$ cat src/rtl/dds_wb_cfg_master.sv
// dds_wb_cfg_master
// Wishbone initiator that configures one simple_dds channel from a single
// start request. It polls READY (addr 0) until bit 0 reads 1. It then writes
// DDS_SRC (2), TUNING_WORD (3), GAIN_WORD (4), OFFSET_WORD (5) and ENABLE (1),
// in that order.
//
// Ports
//   wb_clk_i, wb_rst_n_i  clock (rising edge), asynchronous active-low reset
//   start_i               one-cycle request, sampled only in IDLE
//   dds_src_i .. enable_i configuration fields, latched on an accepted start
//   busy_o                high from the cycle after an accepted start until DONE/ERROR
//   done_o                one-cycle pulse when the sequence completes
//   err_o                 sticky: 01 ack timeout, 10 poll limit; cleared on start
//   wb_addr_o/wb_dat_o/wb_we_o/wb_stb_o  Wishbone request (all registered)
//   wb_dat_i/wb_ack_i     Wishbone response
//   dbg_state_o           current FSM state, for debug and checkers
//
// Handshake: a transfer begins when wb_stb_o rises. The request is held
// unchanged until wb_ack_i is seen high at a clock edge while wb_stb_o is high.
// wb_stb_o drops at that same edge. wb_ack_i is ignored whenever wb_stb_o is low.
// wb_stb_o is always low for at least one cycle between two transfers.
module dds_wb_cfg_master #(
    parameter int DATA_WIDTH  = 32,
    parameter int ADDR_WIDTH  = 16,
    parameter int ACK_TIMEOUT = 16,
    parameter int MAX_POLLS   = 64,
    parameter int POLL_GAP    = 4
) (
    input  logic                  wb_clk_i,
    input  logic                  wb_rst_n_i,
    input  logic                  start_i,
    input  logic [1:0]            dds_src_i,
    input  logic [7:0]            tuning_i,
    input  logic [1:0]            gain_i,
    input  logic [15:0]           offset_i,
    input  logic                  enable_i,
    output logic                  busy_o,
    output logic                  done_o,
    output logic [1:0]            err_o,
    output logic [ADDR_WIDTH-1:0] wb_addr_o,
    output logic [DATA_WIDTH-1:0] wb_dat_o,
    output logic                  wb_we_o,
    output logic                  wb_stb_o,
    input  logic [DATA_WIDTH-1:0] wb_dat_i,
    input  logic                  wb_ack_i,
    output logic [2:0]            dbg_state_o
);

    localparam int WCW = $clog2(ACK_TIMEOUT + 1);
    localparam int PCW = $clog2(MAX_POLLS + 1);
    localparam int GCW = $clog2(POLL_GAP + 1);

    typedef enum logic [2:0] {
        S_IDLE, S_RD_REQ, S_RD_WAIT, S_GAP, S_WR_REQ, S_WR_WAIT, S_DONE, S_ERROR
    } state_t;

    state_t                r_state, w_nxt_state;
    logic [1:0]            r_src;
    logic [7:0]            r_tun;
    logic [1:0]            r_gain;
    logic [15:0]           r_off;
    logic                  r_en;
    logic [PCW-1:0]        r_poll_cnt, w_nxt_poll;
    logic [2:0]            r_wr_idx, w_nxt_wr_idx;
    logic [WCW-1:0]        r_wait_cnt, w_nxt_wait;
    logic [GCW-1:0]        r_gap_cnt, w_nxt_gap;
    logic                  r_busy, w_nxt_busy;
    logic                  r_done, w_nxt_done;
    logic [1:0]            r_err, w_nxt_err;
    logic [ADDR_WIDTH-1:0] r_addr, w_nxt_addr, w_wr_addr;
    logic [DATA_WIDTH-1:0] r_dat, w_nxt_dat, w_wr_dat;
    logic                  r_we, w_nxt_we;
    logic                  r_stb, w_nxt_stb;
    logic                  w_latch;
    logic                  w_unused_dat;

    // Only READY bit 0 carries meaning; the rest of the read data is don't-care.
    assign w_unused_dat = ^wb_dat_i[DATA_WIDTH-1:1];

    // Register address and zero-extended data for the current write slot.
    always_comb begin
        w_wr_addr = '0;
        w_wr_dat  = '0;
        case (r_wr_idx)
            3'd0: begin w_wr_addr = ADDR_WIDTH'(2); w_wr_dat = DATA_WIDTH'(r_src);  end
            3'd1: begin w_wr_addr = ADDR_WIDTH'(3); w_wr_dat = DATA_WIDTH'(r_tun);  end
            3'd2: begin w_wr_addr = ADDR_WIDTH'(4); w_wr_dat = DATA_WIDTH'(r_gain); end
            3'd3: begin w_wr_addr = ADDR_WIDTH'(5); w_wr_dat = DATA_WIDTH'(r_off);  end
            default: begin w_wr_addr = ADDR_WIDTH'(1); w_wr_dat = DATA_WIDTH'(r_en); end
        endcase
    end

    // Next state and next values of every registered output.
    always_comb begin
        w_nxt_state  = r_state;
        w_nxt_poll   = r_poll_cnt;
        w_nxt_wr_idx = r_wr_idx;
        w_nxt_wait   = r_wait_cnt;
        w_nxt_gap    = r_gap_cnt;
        w_nxt_err    = r_err;
        w_nxt_addr   = r_addr;
        w_nxt_dat    = r_dat;
        w_nxt_we     = r_we;
        w_nxt_stb    = r_stb;
        w_latch      = 1'b0;
        case (r_state)
            S_IDLE: begin
                if (start_i) begin
                    w_latch      = 1'b1;
                    w_nxt_err    = 2'b00;
                    w_nxt_poll   = '0;
                    w_nxt_wr_idx = '0;
                    w_nxt_state  = S_RD_REQ;
                end
            end
            S_RD_REQ: begin
                w_nxt_addr  = '0;
                w_nxt_we    = 1'b0;
                w_nxt_stb   = 1'b1;
                w_nxt_wait  = '0;
                w_nxt_state = S_RD_WAIT;
            end
            S_RD_WAIT: begin
                // An ack on the final timeout cycle still counts as success.
                if (wb_ack_i) begin
                    w_nxt_stb  = 1'b0;
                    w_nxt_poll = r_poll_cnt + 1'b1;
                    if (wb_dat_i[0]) begin
                        w_nxt_state = S_WR_REQ;
                    end else if (r_poll_cnt == PCW'(MAX_POLLS - 1)) begin
                        w_nxt_err   = 2'b10;
                        w_nxt_state = S_ERROR;
                    end else begin
                        w_nxt_gap   = '0;
                        w_nxt_state = S_GAP;
                    end
                end else if (r_wait_cnt == WCW'(ACK_TIMEOUT - 1)) begin
                    w_nxt_stb   = 1'b0;
                    w_nxt_err   = 2'b01;
                    w_nxt_state = S_ERROR;
                end else begin
                    w_nxt_wait = r_wait_cnt + 1'b1;
                end
            end
            S_GAP: begin
                if (r_gap_cnt == GCW'(POLL_GAP - 1)) begin
                    w_nxt_state = S_RD_REQ;
                end else begin
                    w_nxt_gap = r_gap_cnt + 1'b1;
                end
            end
            S_WR_REQ: begin
                w_nxt_addr  = w_wr_addr;
                w_nxt_dat   = w_wr_dat;
                w_nxt_we    = 1'b1;
                w_nxt_stb   = 1'b1;
                w_nxt_wait  = '0;
                w_nxt_state = S_WR_WAIT;
            end
            S_WR_WAIT: begin
                if (wb_ack_i) begin
                    w_nxt_stb = 1'b0;
                    w_nxt_we  = 1'b0;
                    if (r_wr_idx == 3'd4) begin
                        w_nxt_state = S_DONE;
                    end else begin
                        w_nxt_wr_idx = r_wr_idx + 3'd1;
                        w_nxt_state  = S_WR_REQ;
                    end
                end else if (r_wait_cnt == WCW'(ACK_TIMEOUT - 1)) begin
                    w_nxt_stb   = 1'b0;
                    w_nxt_we    = 1'b0;
                    w_nxt_err   = 2'b01;
                    w_nxt_state = S_ERROR;
                end else begin
                    w_nxt_wait = r_wait_cnt + 1'b1;
                end
            end
            S_DONE:  w_nxt_state = S_IDLE;
            S_ERROR: w_nxt_state = S_IDLE;
            default: w_nxt_state = S_IDLE;
        endcase
        // busy and done are decoded from the next state so that they line up
        // with the registered state rather than lagging it by a cycle.
        w_nxt_busy = !(w_nxt_state inside {S_IDLE, S_DONE, S_ERROR});
        w_nxt_done = (w_nxt_state == S_DONE);
    end

    always_ff @(posedge wb_clk_i or negedge wb_rst_n_i) begin
        if (!wb_rst_n_i) begin
            r_state    <= S_IDLE;
            r_src      <= '0;
            r_tun      <= '0;
            r_gain     <= '0;
            r_off      <= '0;
            r_en       <= 1'b0;
            r_poll_cnt <= '0;
            r_wr_idx   <= '0;
            r_wait_cnt <= '0;
            r_gap_cnt  <= '0;
            r_busy     <= 1'b0;
            r_done     <= 1'b0;
            r_err      <= 2'b00;
            r_addr     <= '0;
            r_dat      <= '0;
            r_we       <= 1'b0;
            r_stb      <= 1'b0;
        end else begin
            r_state    <= w_nxt_state;
            r_poll_cnt <= w_nxt_poll;
            r_wr_idx   <= w_nxt_wr_idx;
            r_wait_cnt <= w_nxt_wait;
            r_gap_cnt  <= w_nxt_gap;
            r_busy     <= w_nxt_busy;
            r_done     <= w_nxt_done;
            r_err      <= w_nxt_err;
            r_addr     <= w_nxt_addr;
            r_dat      <= w_nxt_dat;
            r_we       <= w_nxt_we;
            r_stb      <= w_nxt_stb;
            if (w_latch) begin
                r_src  <= dds_src_i;
                r_tun  <= tuning_i;
                r_gain <= gain_i;
                r_off  <= offset_i;
                r_en   <= enable_i;
            end
        end
    end

    assign busy_o      = r_busy;
    assign done_o      = r_done;
    assign err_o       = r_err;
    assign wb_addr_o   = r_addr;
    assign wb_dat_o    = r_dat;
    assign wb_we_o     = r_we;
    assign wb_stb_o    = r_stb;
    assign dbg_state_o = r_state;

endmodule

$ cat config.mk
export PLATFORM = sky130hd
export DESIGN_NAME = dds_wb_cfg_master
export DESIGN_NICKNAME = d
export VERILOG_FILES = /design/src/rtl/dds_wb_cfg_master.sv
export SDC_FILE = /design/constraint.sdc
export NUM_CORES = 1
export LEC_CHECK = 0
export BUFFER_PORTS_ARGS = -buffer_cell sky130_fd_sc_hd__buf_2
export CAP_MARGIN = 20
export CORE_MARGIN = 2
export CORE_UTILIZATION = 51
export CTS_CLUSTER_SIZE = 20
export DETAILED_ROUTE_END_ITERATION = 10
export PLACE_DENSITY = 0.8
export REMOVE_ABC_BUFFERS = 1
export SLEW_MARGIN = 20
export SYNTH_ARGS = -nofsm -noshare
export SYNTH_HDL_FRONTEND = slang
export SYNTH_SLANG_ARGS = --single-unit
export TNS_END_PERCENT = 50
$ cat constraint.sdc
create_clock -name wb_clk_i -period 2.74 [get_ports wb_clk_i]
set_input_delay 0.548 -clock wb_clk_i [delete_from_list [all_inputs] [get_ports wb_clk_i]]
set_output_delay 0.548 -clock wb_clk_i [all_outputs]
set_load 0.01 [all_outputs]
==> flow_summary.ini <==
[status]
status = completed

[layout]
areaGrowthSynthToFinish_pct = 13.2
fill_cells = 628
fin_util = 0.593
nNetsFinal = 556
final_common_cell = nand2_1
drive_gt1_frac = 0.190
final_cell_mix = 120 x nand2_1, 75 x dfrtp_1, 61 x buf_2
multi_input_area_um2 = 1640
regArea_um2 = 1880
insertedDiodeCount = 0

[cts]
clkLatencyLatePin_ns = 0.36
root_buffer = clkbuf_8
cts_tree = built
cts-htree-levels = 3
cts.sinks = 75
postCtsSetupBuffers = 0
cts-hold-fix-buffers = 0
post_cts_resize_count = 0
cts_made_buffers = 9
cts_buffer_depth = 2
path_clk_slew_ns = 0.08

[die]
core_um2 = 7180
die_h_um = 89.8
pin_count = 122
die-area_um2 = 8070
std_cell_rows = 31
die_w_um = 89.8
start_util = 0.523

[worst_setup_path]
crit_top_cell = ha_1
reg2reg_depth = 8
max_stage_delay_ns = 0.44
cp.arrival_ns = 2.55
r2r_end = r_wait_cnt[3]
critical_path.startpoint = r_wait_cnt[0]
endpoint_kind = register
worst-endpoint-required_ns = 2.98
reg2reg_slack_ns = 0.43
setup.worst_path.end = r_wait_cnt[3]
slowest_stage = dfrtp_1
r2r_start = r_wait_cnt[0]
crit_chain = ha_1 > and3_1 > ha_1 > nor2_1 > nand4_1 > o21ai_0 > nand2_1 > a211o_1
cp-start-kind = register
critical_path.max_fanout = 7
worstSetupPathType = reg2reg

[global_route]
grt_max_degree = 43
gr-total-overflow = 0
grt_pass1_wl_um = 13200
track_usage = 0.199
antenna_found_initial = 0
grt_pass1_vias = 2917

[timing]
post-route-period-util = 0.843
finalSetupTns_ns = 0
slew_violations = 0
final.setup_skew_ns = 0.00978
grt_setup_unrepaired = no
fin_crit_ns = 2.31
fmax_mhz = 433
tightest_slew_ns = 0.931
setup_viol = 0
hold_violations = 0
relSlewSlack = 0.379

[placement]
place_congestion = 0.856
hpwl_um = 5270
io_buffers = 61

[logic_synthesis]
synth-adder-area-share = 0.0333
avgSynthCellArea_um2 = 8.92
synth_top_family_by_area = simple AND/OR/NAND/NOR gates
yosys_warnings = 0
synthArstFlopShare = 1.00
synth_area_um2 = 3760
ys_ff_latch = 75
synth-main-ff-cell = dfrtp_1
synth-compound-area-share = 0.133
synth_xor_xnor_area_share = 0.00700
synth_cell_types = 46
muxShareOfSynthArea = 0.00566
synth_edf_count = 0
yosysSeqAreaShare = 0.500
synth_cells = 421
synthSimpleGateAreaFrac = 0.229

[flow_run]
max_cap_violations = 0

[power_and_ir_drop]
power.leakage_uw = 0.00220
finalPower_uw = 4320
power.density_nw_per_um2 = 1020
peakVddDrop_v = 0.000347

[route]
num_vias = 3022
finalWirelength_um = 7780
post_drt_wl_per_cell_um = 13.3
dr.pass1.iters = 5
ant_nets = 0
vias_per_cell = 5.17
drc = 0
drt_first_iter_violations = 222

[min_path]
worstHoldPathType = in2async
[worst min-delay path by stage]
stage,end,depth (start not counted),slack [ns],startpoint
after global placement,wb_dat_o[12],2,0.45,wb_dat_o[12]
final,r_wr_idx[1],1,0.33,wb_rst_n_i
after CTS,r_wr_idx[1],1,0.36,wb_rst_n_i
after global routing,r_tun[3],3,0.38,tuning_i[3]
after floorplan,busy_o,0,0.25,wb_rst_n_i
after detailed placement,wb_dat_o[8],2,0.45,wb_dat_o[8]
[cell type report]
| type | instances | area share |
|---|---|---|
| Multi-Input combinational cell | 316 | 0.385 |
| Sequential cell | 75 | 0.441 |
| Timing Repair Buffer | 68 | 0.0841 |
| Inverter | 11 | 0.00971 |
| Clock buffer | 9 | 0.0291 |
| Clock inverter | 6 | 0.0212 |
| Tap cell | 99 | 0.0291 |
[synth_stat cells, types with 4 or more instances]
master | instances | area (µm²)
nand2_1 | 120 | 450
buf_4 | 30 | 225
nor2_1 | 30 | 113
a21oi_1 | 27 | 135
nand3_1 | 17 | 85.1
a22oi_1 | 9 | 67.6
dfrtp_1 | 75 | 1880
nor3_1 | 5 | 25.0
inv_1 | 10 | 37.5
ha_1 | 10 | 125
clkbuf_1 | 5 | 18.8
buf_2 | 12 | 60.1
o21ai_0 | 26 | 130
or3_1 | 4 | 25.0
[layer usage]
layer | GRT usage | part of all wire
met1 | 0.256 | 0.44
met2 | 0.325 | 0.48
met3 | 0.0369 | 0.062
met4 | 0.103 | 0.026
met5 | 0 | 0
[report_power, final]
group | leakage [µW] | internal, µW | switching, µW
sequential | 0.000958 | 1520 | 337
clock | 0.000106 | 511 | 423
combinational | 0.00113 | 602 | 933
[critical path: cells and delay by family (launching register included)]
family                   cells  cell delay, ns
AO/OA/AOI/OAI                2            0.42
adder cells (fa/ha/maj)      2            0.47
flip-flops                   1            0.44
AND/OR/NAND/NOR              4            0.87
[logic make-up (layout without fill, tap and decap cells)]
kind of cell,Yosys count,after routing
buffers and inverters,58,94
AOI/OAI and AO/OA,80,80
xor gates and xnor gates,3,3
adders and majority gates,10,10
muxes,2,2
DFF,75,75
other,1,29
and+or+nand+nor,192,192
[per-stage QoR]
| stage | cell area [µm²] | setup WS [ns] | hold WS (ns) | cells |
|---|---|---|---|---|
| after floorplan | 3560 | 0.648 | 0.252 | 402 |
| after global placement | 4040 | 0.599 | 0.448 | 569 |
| after detailed placement | 4040 | 0.539 | 0.455 | 569 |
| after CTS | 4250 | 0.494 | 0.358 | 584 |
| after global routing | 4250 | 0.318 | 0.381 | 584 |
| final | 4250 | 0.431 | 0.334 | 584 |
[state kept, by name (all words and copies together) (netlist names)]
| register | flops |
|---|---|
| r_poll_cnt | 7 |
| busy_o | 1 |
| r_gap_cnt | 3 |
| err_o | 2 |
| r_gain | 2 |
| wb_stb_o | 1 |
| done_o | 1 |
| wb_dat_o | 16 |
| r_en | 1 |
| r_tun | 8 |
| r_wait_cnt | 5 |
| wb_addr_o | 3 |
| wb_we_o | 1 |
| r_wr_idx | 3 |
| r_off | 16 |
| dbg_state_o | 3 |
| r_src | 2 |
(Power assumes the default switching activity.)
